`src/rtl/uart_rx_flow_ctrl.sv`:
```
// Receive-side flow controller: gates the UART receiver so a word is only started when
// buffer space is guaranteed, buffers words in a show-ahead FIFO and hands them on valid/ready.
module uart_rx_flow_ctrl #(
   parameter int WIDTH   = 8,
   parameter int DEPTH   = 4,
   parameter int COUNT_W = 16
) (
   input  logic                       clock,
   input  logic                       resetn,
   input  logic                       enable,
   input  logic                       flush,
   input  logic [WIDTH-1:0]           rx_data,
   input  logic                       rx_ready,
   output logic                       rx_can_receive,
   output logic [WIDTH-1:0]           out_data,
   output logic                       out_valid,
   input  logic                       out_ready,
   output logic [$clog2(DEPTH):0]     level,
   output logic                       overrun,
   input  logic                       clear_overrun,
   output logic                       busy,
   output logic [COUNT_W-1:0]         word_count
);

   localparam int PW = $clog2(DEPTH);
   localparam int LW = PW + 1;
   localparam logic [LW-1:0] LVL_FULL   = LW'(DEPTH);
   localparam logic [LW-1:0] LVL_ALMOST = LW'(DEPTH - 2);

   typedef enum logic [1:0] {
      IDLE  = 2'd0,
      RUN   = 2'd1,
      DRAIN = 2'd2
   } state_t;

   state_t             state;
   logic [WIDTH-1:0]   mem [DEPTH];
   logic [PW-1:0]      rd_ptr;
   logic [PW-1:0]      wr_ptr;
   logic [PW-1:0]      rd_ptr_nxt;
   logic [LW-1:0]      level_nxt;
   logic [WIDTH-1:0]   head_nxt;
   logic               do_push;
   logic               do_pop;
   logic               do_drop;

   // Leaving room for one in-flight word covers the receiver finishing after we deassert.
   assign rx_can_receive = (state == RUN) && (level <= LVL_ALMOST);

   always_comb begin
      do_pop     = out_valid & out_ready & ~flush;
      do_push    = rx_ready & ~flush & ((level != LVL_FULL) | do_pop);
      do_drop    = rx_ready & ~flush & (level == LVL_FULL) & ~do_pop;
      rd_ptr_nxt = do_pop ? rd_ptr + PW'(1) : rd_ptr;
      level_nxt  = level;
      if (do_push && !do_pop) begin
         level_nxt = level + LW'(1);
      end else if (do_pop && !do_push) begin
         level_nxt = level - LW'(1);
      end
      // A word landing exactly at the new head bypasses the memory so it is visible at once.
      if (do_push && (wr_ptr == rd_ptr_nxt)) begin
         head_nxt = rx_data;
      end else begin
         head_nxt = mem[rd_ptr_nxt];
      end
   end

   always_ff @(posedge clock) begin
      if (do_push) begin
         mem[wr_ptr] <= rx_data;
      end
   end

   always_ff @(posedge clock or negedge resetn) begin
      if (!resetn) begin
         rd_ptr     <= '0;
         wr_ptr     <= '0;
         level      <= '0;
         out_valid  <= 1'b0;
         out_data   <= '0;
         overrun    <= 1'b0;
         word_count <= '0;
      end else begin
         if (flush) begin
            rd_ptr    <= wr_ptr;
            level     <= '0;
            out_valid <= 1'b0;
         end else begin
            rd_ptr    <= rd_ptr_nxt;
            level     <= level_nxt;
            out_valid <= (level_nxt != '0);
            if (level_nxt != '0) begin
               out_data <= head_nxt;
            end
            if (do_push) begin
               wr_ptr     <= wr_ptr + PW'(1);
               word_count <= word_count + COUNT_W'(1);
            end
         end
         if (do_drop) begin
            overrun <= 1'b1;
         end else if (clear_overrun) begin
            overrun <= 1'b0;
         end
      end
   end

   // DRAIN keeps accepting pushes so a word already on the wire is not lost.
   always_ff @(posedge clock or negedge resetn) begin
      if (!resetn) begin
         state <= IDLE;
         busy  <= 1'b0;
      end else begin
         case (state)
            IDLE: begin
               if (enable) begin
                  state <= RUN;
                  busy  <= 1'b1;
               end
            end
            RUN: begin
               if (!enable) begin
                  state <= DRAIN;
               end
            end
            DRAIN: begin
               if (enable) begin
                  state <= RUN;
               end else if (level == '0) begin
                  state <= IDLE;
                  busy  <= 1'b0;
               end
            end
            default: begin
               state <= IDLE;
               busy  <= 1'b0;
            end
         endcase
      end
   end

endmodule

```
`config.mk`:
```
export PLATFORM = sky130hd
export DESIGN_NAME = uart_rx_flow_ctrl
export DESIGN_NICKNAME = d
export VERILOG_FILES = /design/src/rtl/uart_rx_flow_ctrl.sv
export SDC_FILE = /design/constraint.sdc
export NUM_CORES = 1
export LEC_CHECK = 0
export CAP_MARGIN = 20
export CORE_UTILIZATION = 41
export DETAILED_ROUTE_END_ITERATION = 10
export DONT_BUFFER_PORTS = 1
export GPL_TIMING_DRIVEN = 0
export HOLD_SLACK_MARGIN = 0.03
export SYNTH_ARGS = -nofsm -noshare
export SYNTH_HDL_FRONTEND = slang
export SYNTH_SLANG_ARGS = --single-unit
```
`constraint.sdc`:
```
create_clock -name clock -period 2.8 [get_ports clock]
set_input_delay 0.42 -clock clock [delete_from_list [all_inputs] [get_ports clock]]
set_output_delay 0.42 -clock clock [all_outputs]
set_load 0.03 [all_outputs]
```
# After elaboration in Yosys (flattened, before gate mapping)

Memories as Yosys holds them, arrays and structs flattened. A register that Yosys moved wholly into a read port is not among the register bits.
Cells that the tools add are included.

Output and inout bits: 31
Input bits: 15
Register bits after elaboration: 28
Memory bits (writable): 32
Memories: 1
Word-level logic and storage cells: 67

Bitwise operators: 10
Equal/unequal tests: 9
Add/sub/neg operators: 5
Mux-type cells: 19
$lt $le $gt $ge: 1
Reduce and logical (&&, ||, !) cells: 14

Memories:

| memory | words | width | rd ports | clocked after Yosys merged registers in | write ports | RTL line | source |
|---|---|---|---|---|---|---|---|
| mem    | 4     | 8     | 1        | 1                                       | 1           | 37       | `logic [WIDTH-1:0] mem [DEPTH];` |

Operators with widths:

| kind                    | count |
|---|---|
| $add A16 B1 Y16 const B | 1 |
| $mux W2                 | 6 |
| $mux W3                 | 3 |
| $mux W1                 | 8 |
| $ne A2 B2 Y1 const B    | 4 |
| $and A1 B1 Y1           | 6 |
| $ne A3 B3 Y1 const B    | 2 |
| $pmux W2 S3             | 1 |
| $add A2 B1 Y2 const B   | 2 |
| $reduce_and A2 Y1       | 2 |
| $reduce_and A4 Y1       | 1 |
| $add A3 B1 Y3 const B   | 1 |
| $eq A3 B3 Y1 const B    | 1 |
| $le A3 B2 Y1 const B    | 1 |
| $logic_and A1 B1 Y1     | 3 |
| $logic_not A1 Y1        | 3 |
| $logic_not A3 Y1        | 1 |
| $not A1 Y1              | 3 |
| $pmux W1 S3             | 1 |
| $reduce_and A3 Y1       | 1 |
| $reduce_bool A3 Y1      | 1 |
| $sub A3 B1 Y3 const B   | 1 |
| $eq A2 B1 Y1 const B    | 1 |
| $eq A2 B2 Y1 const B    | 1 |
| other kinds (3)         | 3 |

# Logic depth before layout (Yosys ltp)

Word-level depth: 10
Depth in mapped cells: 7

# Worst setup path before layout

No wires, ideal clock.

Path type: register -> register
From: reg level[0]
To: reg out_data[0], read port of mem
Cell stages (with the launch flop): 8
Arrival: 2246 ps
Period minus slack after synthesis: 2371 ps
Path buffers: 0
Slack: 429 ps
Path through: dfrtp_1 -> inv_1 -> ha_1 -> a22o_1 -> o2bb2ai_2 -> nand3_1 -> a31oi_4 -> mux2_4

Word-level cells in the longest chain between the ends: 9
Elaborated cells between the ends (all ways): 12
Classes of those cells: 2 x add/sub; 1 x eq/ne; 2 x mux; 2 x bitwise; 5 x reduce/logical

RTL lines:

| item                                 | RTL line | source |
|---|---|---|
| from (decl)                          | 18       | `output logic [$clog2(DEPTH):0] level,` |
| from (signal assigned)               | 91       | `level <= level_nxt;` |
| $ne A3 B3 Y1                         | 52       | `do_push = rx_ready & ~flush & ((level != LVL_FULL) \| do_pop);` |
| $or A1 B1 Y1                         | 52       |  |
| $and A1 B1 Y1                        | 52       |  |
| $logic_not A1 Y1                     | 58       | `end else if (do_pop && !do_push) begin` |
| $logic_and A1 B1 Y1                  | 58       |  |
| $mux W3                              | 58       |  |
| $mux W3 *                            | 56       | `if (do_push && !do_pop) begin` |
| $reduce_bool A3 Y1 *                 | 93       | `if (level_nxt != '0) begin` |
| $reduce_and A2 Y1 (no source line) * | n/a      |  |
| to (decl)                            | 15       | `output logic [WIDTH-1:0] out_data,` |

Mark *: on every way between the ends. The rest lies on a longest branch, timed or not.
A chain may end at the register's enable or synchronous reset.

# Final worst setup path

From: reg level[1]
To: reg out_data[7], read port of mem

The elaborated chain is that of the path after synthesis.

==> impl_metrics.py <==
metrics = {
    "sta": {
        "skew_ns": 0.00399,
        "rsz0062_at_grt": "no",
        "setup_ws_ns": 0.183,
        "worst_pin_slew_ns": 0.899,
        "relSlewSlack": 0.396,
        "fmax_ghz": 0.382,
        "tns_ns": 0,
        "min_period_over_period": 0.935,
        "min_period_ns": 2.62,
        "finalHoldViolations": 0,
        "finalSetupViolCount": 0,
        "finalMaxSlewViolations": 0,
    },
    "grt": {
        "grtUsageTotal": 0.153,
        "grt_first_pass_wirelength_microns": 9500,
        "antenna_found_initial": 0,
        "grt_max_degree": 37,
        "grt_overflow": 0,
        "grt_pass1_vias": 1916,
    },
    "clock_network": {
        "cts_buffer_depth": 2,
        "cts.sinks": 68,
        "cts_post_setup_buffers_inserted": 0,
        "cts-root-buf": "clkbuf_8",
        "path_clk_slew_ns": 0.07,
        "cts_tree": "yes",
        "h-tree-depth": 3,
        "cts_buffers": 9,
        "clk_latency_ns": 0.33,
    },
    "die": {
        "start_util": 0.432,
        "io_pins": 46,
        "dieWidth_microns": 90.4,
        "std_cell_rows": 31,
        "die_y_microns": 90.4,
        "core-area_sq_um": 7410,
        "dieArea_sq_um": 8170,
    },
    "run_status": {
        "status": "finished clean",
    },
    "cells_and_area": {
        "fin_cells": 348,
        "nNetsFinal": 268,
        "areaGrowthSynthToFinish_pct": 10.1,
        "diodes": 0,
        "drive_gt1_frac": 0.149,
        "final_util": 0.476,
    },
    "synthesis": {
        "synthAdderAreaFrac": 0.0352,
        "yosys.area_share.simple": 0.0907,
        "syn_area_per_cell_sq_um": 13.9,
        "synth.distinct_cells": 45,
        "synth_top_family_by_area": "multiplexers",
        "ys.flop_type": "dfrtp_1",
        "synth-xor-area-share": 0.0731,
        "syn_inst": 231,
        "synth_compound_area_frac": 0.0508,
        "synth_area_sq_um": 3200,
        "synth_edf_count": 32,
        "synth.ff_latch_count": 68,
        "ys_seq_area_frac": 0.581,
        "yosys_warnings": 0,
        "syn_nets": 255,
        "async_flop_share": 0.529,
        "synthMuxAreaShare": 0.150,
    },
    "detailed_routing": {
        "ant_nets": 0,
        "post_drt_wl_per_cell_microns": 16.1,
        "vias_per_cell": 5.14,
        "drc_errors": 0,
        "wl_microns": 5610,
        "drt_iter0_drc": 102,
        "via_count": 1788,
        "drtPass1Iterations": 4,
    },
    "power": {
        "peakVddDrop_uv": 562,
        "fin_total_pwr_mw": 3.60,
        "leakagePower_nw": 1.43,
        "powerDensity_nw_per_um2": 1020,
    },
    "placed_design": {
        "post-place-cells": 330,
        "hpwl_microns": 3730,
        "gp_congestion": 0.776,
        "portBuffers": 0,
        "place_ws_ns": 0.0897,
    },
    "setup_path": {
        "start_kind": "flip-flop",
        "worstPathArrival_ns": 2.84,
        "end_kind": "flip-flop",
        "cp.required_ns": 3.02,
        "criticalPathCategory": "flip-flop to flip-flop",
        "worstPathMaxFanout": 8,
    },
    "worst_hold_path": {
        "hold_class": "input pin to flip-flop",
    },
    "flow_run": {
        "maxCapViolations": 0,
    },
}
==> report_power, final <==
group | switching, mW | internal (mW)
combinational | 0.593 | 0.623
clock | 0.344 | 0.334
sequential | 0.445 | 1.26
==> worst max-delay path: stages (launching register included) <==
cell and delay (ns):
dfrtp_1 0.59, inv_1 0.16, ha_1 0.27, a22o_1 0.28
mux2i_1 0.19, nand3_2 0.30, mux2_1 0.44, mux2_4 0.27
==> sequential cells by signal (all words and copies together) (netlist names) <==
register,flops
mem,32
word_count,16
out_data,8
level,3
rd_ptr,2
state,2
wr_ptr,2
busy,1
out_valid,1
overrun,1
==> synth_stat cells (6+ instances only) <==
library cell,number,area (sq um)
xnor2_1,14,123
ha_1,9,113
dfrtp_1,36,901
mux2_4,8,120
xor2_1,9,78.8
nand2_1,12,45.0
mux2_1,8,90.1
mux2i_1,26,260
inv_1,6,22.5
and2_1,7,43.8
nor2_1,12,45.0
edfxtp_1,32,961
==> placed cells by master, fill, tap and decap left out, types with 4 or more instances in the layout <==
cell type  instances
and2_1             7
clkbuf_8          10
dfrtp_1           35
edfxtp_1          32
ha_1               9
inv_1              6
mux2_1             8
mux2_4             8
mux2i_1           26
nand2_1           12
nand2b_1           4
nand3_1            4
nand4_1            4
nor2_1            12
o21ai_0            4
xnor2_1           14
xor2_1             9
==> final timing paths <==
path	slack, ns	start	end	depth (start not counted)
setup / recovery	0.18	level[1]$_DFF_PN0_	out_data[7]$_DFFE_PN0P_	7
hold / removal	0.15	enable	state[1]$_DFFE_PN0P_	1
setup reg to reg	0.18	level[1]$_DFF_PN0_	out_data[7]$_DFFE_PN0P_	7
hold reg to reg	0.49	state[0]$_DFFE_PN0P_	state[0]$_DFFE_PN0P_	1
max in group asynchronous	2.07	resetn	level[0]$_DFF_PN0_	2
min in group asynchronous	0.53	resetn	word_count[8]$_DFFE_PN0P_	2
==> logic make-up (layout without fill, tap and decap cells) <==
logic type | Yosys count | in the layout
DFF | 68 | 68
and+or+nand+nor | 54 | 54
muxes | 43 | 43
adders and majority gates | 9 | 9
buffers and inverters | 12 | 30
AOI/OAI and AO/OA | 20 | 20
xor gates and xnor gates | 25 | 25
==> timing repair <==
item	in CTS	in global routing
hold endpoints to repair	36	0
hold buffers	2	0
resized for setup	0	1
setup endpoints to repair	0	16
==> metrics by stage <==
stage	hold slack, ns	cell area, sq um
floorplan	0.124	3200
global placement	0.126	3330
detailed placement	0.126	3330
CTS	0.125	3520
global route	0.129	3520
finish	0.145	3520
==> layer usage <==
layer,GRT usage,part of all wire,vias up
li1,-,-,854
met5,0,0,-
met2,0.247,0.48,50
met1,0.186,0.45,877
met4,0.0524,0.0093,0
met3,0.0614,0.060,7
==> cell type report <==
class	count	area, sq um
inverter	7	26.3
tap	99	124
buffer	5	32.5
clock buffer	10	138
fill	659	3880
timing repair buffer	2	30.0
clock inverter	6	30.0
sequential	68	1860
multi-input combinational	151	1280
Note: power is estimated with default switching activity, not from simulation.
